<file path="src/rtl/cpu_pkg.sv">
// Shared CPU-side definitions: external bus bridge states and chip-select decode helper.
package CPU_PKG;

  typedef enum logic [1:0] {
    EBS_IDLE,
    EBS_SETUP,
    EBS_REQ,
    EBS_DONE
  } ExtBrgState_t;

  // Lowest-numbered active chip-select wins when several areas match.
  function automatic logic [1:0] lowest_area(input logic [3:0] hit);
    if (hit[0]) return 2'd0;
    if (hit[1]) return 2'd1;
    if (hit[2]) return 2'd2;
    return 2'd3;
  endfunction

endpackage

</file>
<file path="src/rtl/sh_ext_bus_tmo.sv">
// REQ-phase timeout counter for sh_ext_mem_bridge; present only with SH_EXT_BUS_TIMEOUT_EN.
`ifdef SH_EXT_BUS_TIMEOUT_EN
module sh_ext_bus_tmo #(
  parameter int unsigned TIMEOUT = 256
) (
  input  logic CLK,
  input  logic RST_N,
  input  logic EN,
  input  logic CLR,
  input  logic CE,
  output logic HIT
);

  localparam int unsigned CW = $clog2(TIMEOUT + 1);

  logic [CW-1:0] cnt;

  // HIT marks the CE tick on which the count reaches TIMEOUT.
  assign HIT = EN && CE && (cnt == CW'(TIMEOUT - 1));

  always_ff @(posedge CLK or negedge RST_N) begin
    if (!RST_N) begin
      cnt <= '0;
    end else if (CLR) begin
      cnt <= '0;
    end else if (EN && CE) begin
      cnt <= cnt + CW'(1);
    end
  end

endmodule
`endif

</file>
<file path="src/rtl/sh_ext_mem_bridge.sv">
// SH7604 external bus to request/acknowledge memory bridge.
// Optional REQ timeout enabled by defining SH_EXT_BUS_TIMEOUT_EN.
module sh_ext_mem_bridge
  import CPU_PKG::*;
#(
  parameter logic [3:0]  CS_EN   = 4'b1111,
  parameter int unsigned TIMEOUT = 256
) (
  input  logic        CLK,
  input  logic        RST_N,
  input  logic        CE_R,
  input  logic [26:0] A,
  input  logic [31:0] DO,
  output logic [31:0] DI,
  input  logic        BS_N,
  input  logic [3:0]  CS_N,
  input  logic        RD_WR_N,
  input  logic [3:0]  WE_N,
  output logic        WAIT_N,
  output logic [26:0] MEM_A,
  output logic [1:0]  MEM_AREA,
  output logic [31:0] MEM_DO,
  output logic [3:0]  MEM_BE,
  output logic        MEM_WE,
  output logic        MEM_REQ,
  input  logic        MEM_ACK,
  input  logic [31:0] MEM_DI,
  output logic        TO_ERR
);

  ExtBrgState_t state, state_nxt;
  logic [3:0]   cs_hit;
  logic         sel;
  logic         tmo_hit;
  logic         to_err_q;

  assign cs_hit  = ~CS_N & CS_EN;
  assign sel     = ~BS_N & (|cs_hit);
  assign MEM_REQ = (state == EBS_REQ);

`ifdef SH_EXT_BUS_TIMEOUT_EN
  sh_ext_bus_tmo #(.TIMEOUT(TIMEOUT)) u_tmo (
    .CLK   (CLK),
    .RST_N (RST_N),
    .EN    (state == EBS_REQ),
    .CLR   ((state == EBS_SETUP) && CE_R),
    .CE    (CE_R),
    .HIT   (tmo_hit)
  );
  assign TO_ERR = to_err_q;
`else
  assign tmo_hit = 1'b0;
  // TIMEOUT is only meaningful with the counter; referenced here so it stays bound.
  assign TO_ERR  = to_err_q && (TIMEOUT == 0);
`endif

  always_ff @(posedge CLK or negedge RST_N) begin
    if (!RST_N) state <= EBS_IDLE;
    else        state <= state_nxt;
  end

  always_comb begin
    state_nxt = state;
    WAIT_N    = 1'b1;
    unique case (state)
      EBS_IDLE: begin
        // Reset gating keeps WAIT_N released while the CPU still drives a select.
        WAIT_N = ~(sel & RST_N);
        if (CE_R && sel) state_nxt = EBS_SETUP;
      end
      EBS_SETUP: begin
        WAIT_N = 1'b0;
        if (CE_R) state_nxt = EBS_REQ;
      end
      EBS_REQ: begin
        WAIT_N = 1'b0;
        if (MEM_ACK || tmo_hit) state_nxt = EBS_DONE;
      end
      EBS_DONE: begin
        if (CE_R && CS_N[MEM_AREA]) state_nxt = EBS_IDLE;
      end
      default: state_nxt = EBS_IDLE;
    endcase
  end

  always_ff @(posedge CLK or negedge RST_N) begin
    if (!RST_N) begin
      DI       <= '0;
      MEM_A    <= '0;
      MEM_AREA <= '0;
      MEM_DO   <= '0;
      MEM_BE   <= '0;
      MEM_WE   <= 1'b0;
      to_err_q <= 1'b0;
    end else begin
      to_err_q <= 1'b0;
      unique case (state)
        EBS_IDLE: begin
          if (CE_R && sel) begin
            MEM_A    <= A;
            MEM_AREA <= lowest_area(cs_hit);
            MEM_WE   <= ~RD_WR_N;
          end
        end
        EBS_SETUP: begin
          if (CE_R) begin
            MEM_DO <= DO;
            MEM_BE <= MEM_WE ? ~WE_N : '1;
          end
        end
        EBS_REQ: begin
          // An ACK coinciding with the timeout tick takes priority.
          if (MEM_ACK) begin
            if (!MEM_WE) DI <= MEM_DI;
          end else if (tmo_hit) begin
            if (!MEM_WE) DI <= '1;
            to_err_q <= 1'b1;
          end
        end
        default: ;
      endcase
    end
  end

endmodule

</file>
<file path="config.mk">
export PLATFORM = sky130hd
export DESIGN_NAME = sh_ext_mem_bridge
export DESIGN_NICKNAME = d
export VERILOG_FILES = /design/src/rtl/cpu_pkg.sv /design/src/rtl/sh_ext_bus_tmo.sv /design/src/rtl/sh_ext_mem_bridge.sv
export SDC_FILE = /design/constraint.sdc
export NUM_CORES = 1
export LEC_CHECK = 0
export CELL_PAD_IN_SITES_DETAIL_PLACEMENT = 0
export CELL_PAD_IN_SITES_GLOBAL_PLACEMENT = 2
export CORE_UTILIZATION = 25
export DETAILED_ROUTE_END_ITERATION = 8
export PLACE_DENSITY_LB_ADDON = 0.15
export SYNTH_ARGS = -nofsm -noshare
export SYNTH_HDL_FRONTEND = slang
export SYNTH_SLANG_ARGS = --single-unit
export TNS_END_PERCENT = 50
</file>
<file path="constraint.sdc">
create_clock -name CLK -period 1.9 [get_ports CLK]
set_input_delay 0.19 -clock CLK [delete_from_list [all_inputs] [get_ports CLK]]
set_output_delay 0.19 -clock CLK [all_outputs]
set_load 0.005 [all_outputs]
</file>
# == Word-level counts from Yosys, hierarchy flattened ==
# Cells that the tools add are included.
# word_totals
in_bits,105
ff_bits,100
word_cells,59
out_inout_bits,101
# op_classes
mux,27
order_cmp,1
n_eq_ne,7
n_reduce_logical,9
bitwise_logic,8
# ops
op,count
2-bit 2-to-1 mux,10
1-bit 2-to-1 mux,13
4-bit NOT,2
2-bit one-hot mux with 4 select lines,1
"2-bit != test, second input constant",3
"2-bit equality test, second input constant",2
4-bit 2-to-1 mux,1
1-bit NOT,4
2-bit AND reduction,2
4-bit AND reduction,1
4-bit OR reduction,1
"2-bit by 3-bit less-than comparator with 1-bit output, second input constant",1
3-bit AND reduction,1
1-bit AND,2
1-bit binary-select mux with 2-bit select,1
"2-bit by 1-bit equality test with 1-bit output, second input constant",1
1-bit logical AND,2
2-bit logical NOT,1
"2-bit by 1-bit != test with 1-bit output, second input constant",1
1-bit one-hot mux with 2 select lines,1
2-bit OR reduction,1

# == Longest topological paths before layout ==
# depth
depth_word,16
depth_mapped,7
ltp_nobuf,6

# == Least setup slack after synthesis ==
# Ideal clock, no wire load.
# synth_path
path_type,reg-to-reg
startpoint,register state[1]
endpoint,register MEM_DO[0]
t_required_ns,1.775
path_buffers,2
arrival_time_ns,1.404
path_stages_with_launch,7
setup_time_ns,0.125
synth_period_minus_slack_ns,1.528
path_slack_ns,0.372
cell_sequence,dfrtp_1 inv_1 ha_1 and2_1 clkbuf_1 buf_2 mux2_2
# synth_between
elab_chain_len,2
# synth_rtl
item,line_no,rtl
"start, declared",sh_ext_mem_bridge.sv:31,"ExtBrgState_t state, state_nxt;"
"start signal, assigned",sh_ext_mem_bridge.sv:59,else state <= state_nxt;
2-bit by 1-bit equality test with 1-bit output,sh_ext_mem_bridge.sv:97,unique case (state)
2-bit AND reduction (no source line),--,
"end signal, assigned",sh_ext_mem_bridge.sv:91,MEM_DO <= '0;
"end signal, assigned",sh_ext_mem_bridge.sv:107,MEM_DO <= DO;
"end, declared",sh_ext_mem_bridge.sv:22,"output logic [31:0] MEM_DO,"
# No other way between the ends.
# A chain may end at the register's enable or synchronous reset.

# == Final worst setup path ==
# layout_path
startpoint,register state[1]
endpoint,output MEM_REQ
# layout_between
elab_chain_len,1
# layout_rtl
item,line_no,rtl
2-bit equality test,--,
"end, declared",sh_ext_mem_bridge.sv:25,"output logic MEM_REQ,"
# No other way between the ends.

==> impl_metrics.py <==
metrics = {
    "status": {
        "status": "completed",
    },
    "logic_synthesis": {
        "synth-seq-area-share_pct": 64.4,
        "syn_inst": 244,
        "synth.avg_cell_area_um2": 15.9,
        "synth_fp_nets": 354,
        "yosysWarnings": 0,
        "synth_area_um2": 3880,
        "synth_cell_types": 22,
        "ys_ff_latch": 100,
    },
    "setup_path": {
        "critPathTopFamily": "buffers and inverters",
        "crit_fanout": 4,
        "end_kind": "primary output",
        "cp.required_ns": 1.71,
        "critPathSlowestCell": "clkdlybuf4s50_1",
        "crit_buf_inv": 2,
        "crit_path_max_incr_delay_ns": 0.52,
        "critPathKind": "flip-flop to primary output",
        "worstPathArrival_ns": 1.59,
        "crit_chain": "buf_4 -> ha_1 -> clkdlybuf4s50_1",
        "start_kind": "flip-flop",
    },
    "timing": {
        "final.period_utilization_pct": 93.6,
        "final_max_slew_viol_count": 0,
        "finalSetupViolations": 0,
        "fin_skew_ns": 0.00422,
        "max_slew.worst_pin.slew_ns": 0.542,
        "timing.fmax_mhz": 563,
        "fin_ws_ns": 0.123,
        "layout_min_cycle_time_ns": 1.78,
        "final.setup.tns_ns": 0,
        "rsz0062_at_grt": "false",
        "maxSlewHeadroom_pct": 63.9,
        "hold_viol_final": 0,
    },
    "floorplan": {
        "die-area_um2": 16000,
        "start_util_pct": 25.6,
        "io_pins": 206,
        "dieHeight_um": 127,
        "die_w_um": 127,
        "coreArea_um2": 15200,
        "rows": 45,
    },
    "route": {
        "avgRoutedWirePerCell_um": 14.9,
        "first_pass_iters": 3,
        "ant_nets": 0,
        "drc": 0,
        "via_count": 2721,
        "vias_per_cell": 4.19,
        "wl_mm": 9.67,
        "drtIter0Drc": 74,
    },
    "layout": {
        "finish.utilization_pct": 43.0,
        "drive_gt1_share_pct": 26.8,
        "multiInputGateArea_um2": 1300,
        "n_fill_cell": 1410,
        "syn_to_final_growth_pct": 68.3,
        "nets": 567,
        "diodes": 0,
        "layout_common_cells": "clkdlybuf4s50_1, dfrtp_1, mux2_2",
        "register_area_um2": 2500,
        "final_common_cell": "clkdlybuf4s50_1",
        "final_area_um2": 6540,
    },
    "clocking": {
        "htree_levels": 3,
        "cts_tree": "done",
        "clock-sinks": 100,
        "max-clock-path-buffers": 2,
        "clock-root-buffer": "clkbuf_16",
        "clk_pin_slew_worst_paths_ns": 0.07,
        "clk_latency_ns": 0.34,
        "cts_buffers": 9,
    },
    "grt": {
        "grt_pass1_wl_mm": 15.3,
        "antenna_found_initial": 0,
        "gr-usage-met1_pct": 14.6,
        "grt_pass1_vias": 2845,
        "use_met3_pct": 7.80,
        "busiest_layer": "met2",
        "track_usage_pct": 12.6,
        "grt_overflow": 0,
        "grt_use_met2_pct": 19.5,
        "grt_max_degree": 101,
    },
    "placed_design": {
        "place_area_um2": 6190,
        "io_buffers": 204,
        "hpwl_mm": 6.81,
        "place_congestion": 0.676,
        "place_ws_ns": 0.0489,
    },
    "power": {
        "leakage_nw": 2.71,
        "ir_worst_vdd_mv": 0.644,
        "powerDensity_nw_per_um2": 1530,
    },
    "run": {
        "cap_violations": 0,
    },
    "worst_hold_path": {
        "hold_class": "input pin to flip-flop",
    },
}
metrics by stage:
stage | hold slack (ns) | power (mW) | instances
final | 0.410 | 10.0 | 650
after global routing | 0.394 | 10.7 | 650
after CTS | 0.396 | 10.2 | 649
after detailed placement | 0.368 | 8.20 | 630
after floorplan | -0.106 | 5.37 | 244
after global placement | 0.371 | 8.14 | 630
flip-flops by register name (all words and copies together), names as in the netlist:
signal,count
MEM_BE,4
MEM_DO,32
state,2
MEM_A,27
MEM_WE,1
DI,32
MEM_AREA,2
routing by layer:
metal / wire length [um] / part of all wire, %
met1: 4030 / 42
met2: 4250 / 44
met3: 1300 / 13
met4: 96 / 0.99
met5: 0 / 0
Yosys cell counts:
cell type	n	area (um^2)
mux2i_1	1	10.0
a31oi_1	5	31.3
dfrtp_1	100	2500
o22ai_1	1	6.26
mux2_2	91	1020
conb_1	1	3.75
ha_1	5	62.6
nand2_1	6	22.5
nor2_1	5	18.8
buf_4	1	7.51
buf_2	10	50.1
clkbuf_1	1	3.75
inv_1	5	18.8
mux2_4	1	15.0
a221oi_2	1	15.0
nor2b_1	1	6.26
and2_1	1	6.26
nand3_2	1	10.0
mux4_1	1	26.3
a41oi_2	1	16.3
o21ai_0	4	20.0
nand3b_1	1	7.51
power breakdown:
group,switching (mW),internal [mW],total (mW)
registers,0.512,3.20,3.71
clock network,0.814,1.10,1.91
logic,1.30,3.12,4.42
what timing repair did:
action                                 CTS  global route
hold buffers                             1             0
pin swaps                                0             0
setup endpoints to repair                1             1
buffers inserted                         2             1
cloned                                   0             0
endpoints found under the hold margin  100             0
resized for setup                        2             2
cells by family (layout without fill, tap and decap cells):
kind of cell             Yosys count  count (layout)  synth area share, %
AND/OR/NAND/NOR                   15              15                 1.84
multiplexers                      94              94                 27.7
other                              1               1               0.0965
adder cells (fa/ha/maj)            5               5                 1.61
flip-flops                       100             100                 64.4
AO/OA/AOI/OAI                     12              12                 2.29
buffers and inverters             17             235                 2.06
area by class of cell:
| cell class | count | area share, % |
|---|---|---|
| flip-flops and latches | 100 | 38.3 |
| repair buffers | 214 | 33.1 |
| multi-input cells | 127 | 19.9 |
| clock buffers | 11 | 3.86 |
| well taps | 188 | 3.60 |
| clock inverters | 5 | 0.918 |
| inverters | 5 | 0.287 |
worst paths after layout:
kind                       startpoint         end  slack [ns]  cells after the start
setup / recovery             state[1]     MEM_REQ        0.12                      3
hold reg to reg             MEM_A[25]   MEM_A[25]        0.50                      1
min in group asynchronous       RST_N   MEM_A[26]        0.57                      3
hold / removal                WE_N[2]   MEM_BE[2]        0.41                      2
max in group asynchronous       RST_N  MEM_DO[22]        0.94                      3
setup reg to reg             state[0]    state[1]        0.21                      7
worst reg2reg max path: cells and delay by family (launching register included):
kind	cells	cell delay (ns)
adder cells (fa/ha/maj)	1	0.19
multiplexers	1	0.33
buffers and inverters	3	0.31
flip-flops	1	0.39
AO/OA/AOI/OAI	2	0.36
No activity file was read; power rests on OpenSTA's default activity.
